`config.mk`:
```
export PLATFORM = sky130hd
export DESIGN_NAME = prescaler_pow2_flat
export DESIGN_NICKNAME = d
export VERILOG_FILES = /design/src/rtl/prescaler_pow2_pkg.sv /design/src/rtl/prescaler_pow2_if.sv /design/src/rtl/prescaler_pow2_conf_sat.sv /design/src/rtl/prescaler_pow2.sv /design/src/flat_wrapper.sv
export SDC_FILE = /design/constraint.sdc
export NUM_CORES = 1
export LEC_CHECK = 0
export BUFFER_PORTS_ARGS = -buffer_cell sky130_fd_sc_hd__buf_2
export CORE_UTILIZATION = 54
export DETAILED_ROUTE_END_ITERATION = 12
export PLACE_DENSITY = 0.74
export SLEW_MARGIN = 10
export SYNTH_ARGS = -nofsm -noshare
export SYNTH_HDL_FRONTEND = slang
export SYNTH_SLANG_ARGS = --single-unit
export TNS_END_PERCENT = 10
```
`constraint.sdc`:
```
create_clock -name clk -period 3.49 [get_ports clk]
set_input_delay 0.698 -clock clk [delete_from_list [all_inputs] [get_ports clk]]
set_output_delay 0.698 -clock clk [all_outputs]
set_load 0.02 [all_outputs]
```
`src/rtl/prescaler_pow2_pkg.sv`:
```
// Shared constants and helpers for the power-of-two prescaler.
// Holds the default parameter values and the exponent saturation function.
// Pure declarations; no logic, latency or flow control of its own.
package prescaler_pkg;

  localparam int PRESC_MAX_LOG2 = 5;
  localparam int PRESC_CONF_W   = 3;

  // Clamp a requested exponent to the largest supported one.
  function automatic int unsigned sat(input int unsigned conf, input int unsigned max_log2);
    return (conf > max_log2) ? max_log2 : conf;
  endfunction

endpackage

```
`src/rtl/prescaler_pow2_if.sv`:
```
// Control/status bundle between a prescaler user and the prescaler.
// Carries enable and requested exponent in; divided clock, enable pulse and active exponent out.
// No handshake: en is a level that freezes the divider while low.
interface prescaler_pow2_if
  import prescaler_pkg::*;
#(
  parameter int CONF_W = PRESC_CONF_W
) ();

  logic              en;
  logic [CONF_W-1:0] conf;
  logic              clk_out;
  logic              ce;
  logic [CONF_W-1:0] conf_act;

  modport master (
    output en,
    output conf,
    input  clk_out,
    input  ce,
    input  conf_act
  );

  modport slave (
    input  en,
    input  conf,
    output clk_out,
    output ce,
    output conf_act
  );

endinterface

```
`src/rtl/prescaler_pow2_conf_sat.sv`:
```
// Clamps the requested division exponent to MAX_LOG2.
// Purely combinational, zero latency.
// No flow control.
module conf_sat
  import prescaler_pkg::*;
#(
  parameter int MAX_LOG2 = PRESC_MAX_LOG2,
  parameter int CONF_W   = PRESC_CONF_W
) (
  input  logic [CONF_W-1:0] conf,
  output logic [CONF_W-1:0] sat_val
);

  assign sat_val = CONF_W'(sat(32'(conf), 32'(MAX_LOG2)));

endmodule

```
`src/rtl/prescaler_pow2.sv`:
```
// Power-of-two clock prescaler producing a 50% square wave and a one-cycle enable pulse.
// All outputs registered; ce fires on the cycle after the counter's last value is seen.
// en low freezes counter, exponent and clk_out and forces ce low; no backpressure otherwise.
module prescaler_pow2
  import prescaler_pkg::*;
#(
  parameter int MAX_LOG2 = PRESC_MAX_LOG2,
  parameter int CONF_W   = PRESC_CONF_W
) (
  input  logic              clk,
  input  logic              rst,
  prescaler_pow2_if.slave   bus
);

  localparam logic [MAX_LOG2-1:0] CNT_ONE  = MAX_LOG2'(1);
  localparam logic [MAX_LOG2-1:0] CNT_ONES = {MAX_LOG2{1'b1}};
  localparam logic [CONF_W-1:0]   CONF_ONE = CONF_W'(1);

  logic [MAX_LOG2-1:0] cnt;
  logic [MAX_LOG2-1:0] cnt_n;
  logic [MAX_LOG2-1:0] last;
  logic [CONF_W-1:0]   conf_act;
  logic [CONF_W-1:0]   act_n;
  logic [CONF_W-1:0]   conf_clamped;
  logic                wrap;
  logic                clk_out_q;
  logic                clk_out_n;
  logic                ce_q;

  conf_sat #(
    .MAX_LOG2 (MAX_LOG2),
    .CONF_W   (CONF_W)
  ) u_conf_sat (
    .conf    (bus.conf),
    .sat_val (conf_clamped)
  );

  // Wrap detection and next counter/exponent; a new exponent is only taken at the wrap
  // so the running period always finishes at its old ratio. clk_out is derived from the
  // next state so the registered output lines up with the counter value it describes.
  always_comb begin
    last      = ~(CNT_ONES << conf_act);
    wrap      = (cnt == last);
    cnt_n     = cnt + CNT_ONE;
    act_n     = conf_act;
    clk_out_n = 1'b1;
    if (wrap) begin
      cnt_n = '0;
      act_n = conf_clamped;
    end
    // High while the counter is in the lower half of the period; any bit at or above
    // position act_n-1 being set means we are in the upper half.
    if (act_n != '0) begin
      clk_out_n = ((cnt_n & (CNT_ONES << (act_n - CONF_ONE))) == '0);
    end
  end

  // State and output registers; reset aborts the current period, en low holds everything.
  always_ff @(posedge clk) begin
    if (rst) begin
      cnt       <= '0;
      conf_act  <= conf_clamped;
      clk_out_q <= 1'b1;
      ce_q      <= 1'b0;
    end else if (bus.en) begin
      cnt       <= cnt_n;
      conf_act  <= act_n;
      clk_out_q <= clk_out_n;
      ce_q      <= wrap;
    end else begin
      ce_q      <= 1'b0;
    end
  end

  assign bus.clk_out  = clk_out_q;
  assign bus.ce       = ce_q;
  assign bus.conf_act = conf_act;

endmodule

```
`src/flat_wrapper.sv`:
```
// flat-port wrapper written by rule: the top's interface ports become plain ports
module prescaler_pow2_flat import prescaler_pkg::*;
#(
  parameter int MAX_LOG2 = PRESC_MAX_LOG2,
  parameter int CONF_W   = PRESC_CONF_W
)
  (clk, rst, bus_en, bus_conf, bus_clk_out, bus_ce, bus_conf_act);
  prescaler_pow2_if #(.CONF_W(CONF_W)) bus_i ();
  input  logic clk;
  input  logic rst;
  input wire logic [$bits(bus_i.en)-1:0] bus_en;
  input wire logic [$bits(bus_i.conf)-1:0] bus_conf;
  output wire logic [$bits(bus_i.clk_out)-1:0] bus_clk_out;
  output wire logic [$bits(bus_i.ce)-1:0] bus_ce;
  output wire logic [$bits(bus_i.conf_act)-1:0] bus_conf_act;
  assign bus_i.en = bus_en;
  assign bus_i.conf = bus_conf;
  assign bus_clk_out = bus_i.clk_out;
  assign bus_ce = bus_i.ce;
  assign bus_conf_act = bus_i.conf_act;
  prescaler_pow2 #(.MAX_LOG2(MAX_LOG2), .CONF_W(CONF_W)) u_core (.clk(clk), .rst(rst), .bus(bus_i));
endmodule
```
## Word-level counts from Yosys, hierarchy flattened

Cells that the tools add are included.

- Bits in registers: 10
- Input port bits: 6
- Output and inout port bits: 5
- Word-level logic and storage cells: 23

- Add/subtract/negate cells: 2
- Magnitude comparators: 1
- Equal/unequal tests: 1
- Shifts and indexed selects: 2
- Mux-type cells: 6
- Bitwise operators: 3
- Reduce and logical (&&, ||, !) cells: 4

Operator list:

| kind | number |
|---|---|
| $mux W3 | 4 |
| $shl A5 B3 Y5 const A | 2 |
| $add A5 B1 Y5 const B | 1 |
| $and A5 B5 Y5 | 1 |
| $eq A5 B5 Y1 | 1 |
| $logic_not A5 Y1 | 1 |
| $mux W5 | 1 |
| $not A5 Y5 | 1 |
| $gt A3 B3 Y1 const B | 1 |
| $reduce_bool A3 Y1 | 1 |
| $sub A3 B1 Y3 const B | 1 |
| $reduce_bool A2 Y1 | 1 |
| $reduce_or A2 Y1 | 1 |
| $mux W1 | 1 |
| $not A1 Y1 | 1 |

## Longest topological paths before layout

- Word-level depth: 9
- Mapped depth: 14
- Gate-level depth less buffers: 12

## Hierarchy

A second synthesis with hierarchy kept.

- Cell total of the unflattened synthesis: 89
- Area total of the unflattened synthesis: 760.7 um^2

By module, submodules not included:

| module | instances | cells each | area an instance (um^2) | sequential area each (um^2) |
|---|---|---|---|---|
| prescaler_pow2 | 1 | 86 | 743.2 | 230.2 |
| conf_sat | 1 | 3 | 17.5 | 0.0 |

## Least setup slack after synthesis

No wires, ideal clock.

- Path type: register to register
- From: register u_core.conf_act[1] (netlist: u_core.bus.conf_act[1])
- To: register u_core.clk_out_q (netlist: u_core.bus.clk_out)
- Library setup time: 0.074 ns
- Data arrival time: 2.910 ns
- Required time: 3.416 ns
- Path slack: 0.506 ns
- Stages on the path, launching flop included: 15
- Buffers on the path: 2
- Period minus slack after synthesis: 2.984 ns
- Cell sequence: edfxtp_1 > buf_6 > or4_1 > o22a_1 > a32o_1 > buf_6 > mux2i_1 > ha_1 > inv_1 > ha_1 > a221oi_1 > a31oi_1 > a31oi_1 > o21ai_0 > a31oi_1

- Cells in the longest elaborated chain, start to end: 9
- Elaborated cells on any way between the ends: 11
- Classes of those cells: add/sub: 1; eq/ne: 1; shift: 2; mux: 3; bitwise: 2; reduce/logical: 2

Ends and longest elaborated chain:

| item | line | RTL |
|---|---|---|
| start: declaration | prescaler_pow2.sv:22 | `logic [CONF_W-1:0] conf_act;` |
| start signal: assignment | prescaler_pow2.sv:62 | `conf_act <= conf_clamped;` |
| start signal: assignment | prescaler_pow2.sv:67 | `conf_act <= act_n;` |
| $shl A5 B3 Y5 | prescaler_pow2.sv:42 | `last = ~(CNT_ONES << conf_act);` |
| $not A5 Y5 | prescaler_pow2.sv:42 |  |
| $eq A5 B5 Y1 | prescaler_pow2.sv:43 | `wrap = (cnt == last);` |
| $mux W3 | prescaler_pow2.sv:47 | `if (wrap) begin` |
| $sub A3 B1 Y3 | prescaler_pow2.sv:54 | `clk_out_n = ((cnt_n & (CNT_ONES << (act_n - CONF_ONE))) == '0);` |
| $shl A5 B3 Y5 | prescaler_pow2.sv:54 |  |
| $and A5 B5 Y5 | prescaler_pow2.sv:54 |  |
| $logic_not A5 Y1 | prescaler_pow2.sv:54 |  |
| $mux W1 (*) | prescaler_pow2.sv:53 | `if (act_n != '0) begin` |
| end signal: assignment | prescaler_pow2.sv:68 | `clk_out_q <= clk_out_n;` |
| end: declaration | prescaler_pow2.sv:26 | `logic clk_out_q;` |

Every way passes the cells marked *; elsewhere a longest branch is shown, timed or not.
A chain may end at the register's enable or synchronous reset.

## Final worst setup path

Same ends and word-level chain as after synthesis.

==> flow_summary.toml <==
[run_status]
outcome = "complete, no violations"

[critical_path]
critPathKind = "flop to flop"
path_max_fanout = 9
critical_path_arrival_ps = 3300
worstPathRequired_ps = 3680
cp-start-kind = "flop"
endpoint_kind = "flop"

[placed_design]
dpl_worst_slack_ps = 397.0
port_buffers = 10
dp_cells = 105
hpwl_mm = 1.144
place_congestion = 0.7564

[finish]
antennaDiodeCount = 0
fillers = 103
multi_input_area_sq_um = 485.5
areaGrowthSynthToFinish_pct = 8.266
regArea_sq_um = 230.2
stdcell_count = 109
drive_gt1_share_pct = 19.15
nets = 106

[power_and_ir_drop]
leakage_nw = 0.3577
peakVddDrop_mv = 0.2045
total_power_mw = 0.3300
power_density_nw_per_um2 = 394.9

[detailed_routing]
wl_per_cell_um = 13.92
antenna_left = 0
wl_met2_um = 736
via_count = 636
met3WireLength_um = 39
routed.top_layer = "met3"
drc = 0
wl_met1_um = 742
via_per_inst = 5.835
wirelength_mm = 1.517
drt_iter0_drc = 10
drt_pass1_iterations = 4

[synthesis]
synthArstFlopShare_pct = 0
synth_edf_count = 3
syn_inst = 87
synth_top_cell_area_share_pct = 18.15
syn-cell-area_sq_um = 772.0
syn_nets = 98
synth_area_leader_cell = "dfxtp_1"
synth_cell_types = 31
ys_seq_elements = 10
ys.flop_type = "dfxtp_1"
synth.area.top_cells = "dfxtp_1 18%, edfxtp_1 12%, ha_1 8.1%"
yosys_warnings = 0
postSynthAreaPerCell_sq_um = 8.873
ys_seq_area_share_pct = 29.82

[sta]
relSlewSlack_pct = 73.76
drv_slew = 0
finalSetupTns_ps = 0
fin_ws_ps = 377.8
finalClockSkew_ps = 1.189
fin_crit_ps = 3112
fin_crit_sh_pct = 89.17
hold_ws_ps = 503.7
final-setup-viol-count = 0
tightestPinTransition_ps = 392.2
rsz0062_at_grt = "no"
hold_viol_final = 0
fmax_mhz = 321.3

[cts]
cts_made_buffers = 3
clockRootBuffer = "clkbuf_4"
insertion_delay_ps = 260
holdBufCountCts = 0
clk_pin_slew_worst_paths_ps = 70
tritoncts = "yes"
h-tree-depth = 1
cts.sinks = 10
cts_buffer_depth = 2
ctsResizeCount = 0
post-cts-setup-buffers = 0

[grt]
antenna_found_initial = 0
grt_use_total_pct = 21.75
grt_pass1_vias = 515
grt_pass1_wl_mm = 2.304
gr-total-overflow = 0
grt_max_degree = 12

[run]
max-cap-violations = 0

[die]
initial_core_util_pct = 58.59
die_area_sq_um = 1585
io_pins = 11
die_h_um = 39.81
rows = 13
core_area_sq_um = 1318
die_x_um = 39.81

[hold_path]
hp-class = "flop to flop"
final cells by class:
class                           count  area share (%)
Clock buffer                        4           4.341
Multi-Input combinational cell     66           58.08
Sequential cell                    10           27.54
Tap cell                           15           2.246
Timing Repair Buffer               10           5.988
Inverter                            4           1.796
final timing paths:
path / startpoint / end / slack, ps / cells past startpoint
worst max register to register: u_core.bus.conf_act[1] / u_core.bus.clk_out / 380 / 12
worst min register to register: u_core.bus.clk_out / u_core.bus.clk_out / 500 / 2
worst min-delay path: u_core.bus.clk_out / u_core.bus.clk_out / 500 / 2
worst max-delay path: u_core.bus.conf_act[1] / u_core.bus.clk_out / 380 / 12
synthesized netlist by cell type, types with 2 or more instances:
cell and number:
nand3_1 2, dfxtp_1 7, a31oi_1 4, inv_1 4
a221oi_1 2, nand2_1 9, clkbuf_1 5, mux2i_1 3
or4_1 2, buf_6 2, nor2_1 4, mux2_4 3
nor2b_1 3, edfxtp_1 3, ha_1 5, o21ai_0 5
nor3b_1 3, a21o_1 2, nand2b_1 4, nor3_1 2
xnor2_1 3
routing by layer:
layer | vias to the layer above | track usage [%]
met5 | - | 0
met4 | 0 | 7.759
met3 | 0 | 1.705
li1 | 328 | -
met1 | 288 | 28.09
met2 | 20 | 36.89
registers in the layout, summed over array words and instances, names as in the netlist:
signal,flops
u_core.cnt,5
u_core.bus.conf_act,3
u_core.bus.ce,1
u_core.bus.clk_out,1
per-stage QoR:
step | util (%) | area, sq um
after floorplan | - | 772.0
after global placement | 60.68 | 799.5
after detailed placement | 60.68 | 799.5
after CTS | 63.44 | 835.8
after global routing | 63.44 | 835.8
final | 63.44 | 835.8
power by group:
part | switching (mW) | internal [mW] | leakage [nW]
Combinational | 0.0422 | 0.0396 | 0.249
Clock | 0.0408 | 0.0633 | 0.0210
Sequential | 0.0148 | 0.129 | 0.0876
cell usage in the layout, fill, tap and decap left out, types with 2 or more instances in the layout:
cell       n
buf_2     10
nand2_1    9
dfxtp_1    7
o21ai_0    5
ha_1       5
inv_1      4
nor2_1     4
nand2b_1   4
a31oi_1    4
xnor2_1    3
nor3b_1    3
nor2b_1    3
mux2i_1    3
mux2_4     3
clkbuf_4   3
edfxtp_1   3
a21o_1     2
nand3_1    2
nor3_1     2
or4_1      2
a221oi_1   2
worst max-delay path, stage by stage, from the launching register on:
cell and delay (ps):
edfxtp_1 500, or4_1 510, o22a_1 190, a32o_1 330, mux2i_1 340, ha_1 210, inv_1 40, ha_1 180
a221oi_1 260, a31oi_1 70, a31oi_1 150, o21ai_0 100, a31oi_1 170
cells by family (layout without fill, tap and decap cells):
group,Yosys count,after routing,synth area share (%)
AO/OA/AOI/OAI,18,18,16.37
AND/OR/NAND/NOR,34,34,25.28
flip-flops,10,10,29.82
adder cells (fa/ha/maj),5,5,8.104
XOR/XNOR,3,3,3.404
buffers and inverters,11,18,7.293
multiplexers,6,6,9.724
No activity file was read; power rests on OpenSTA's default activity.
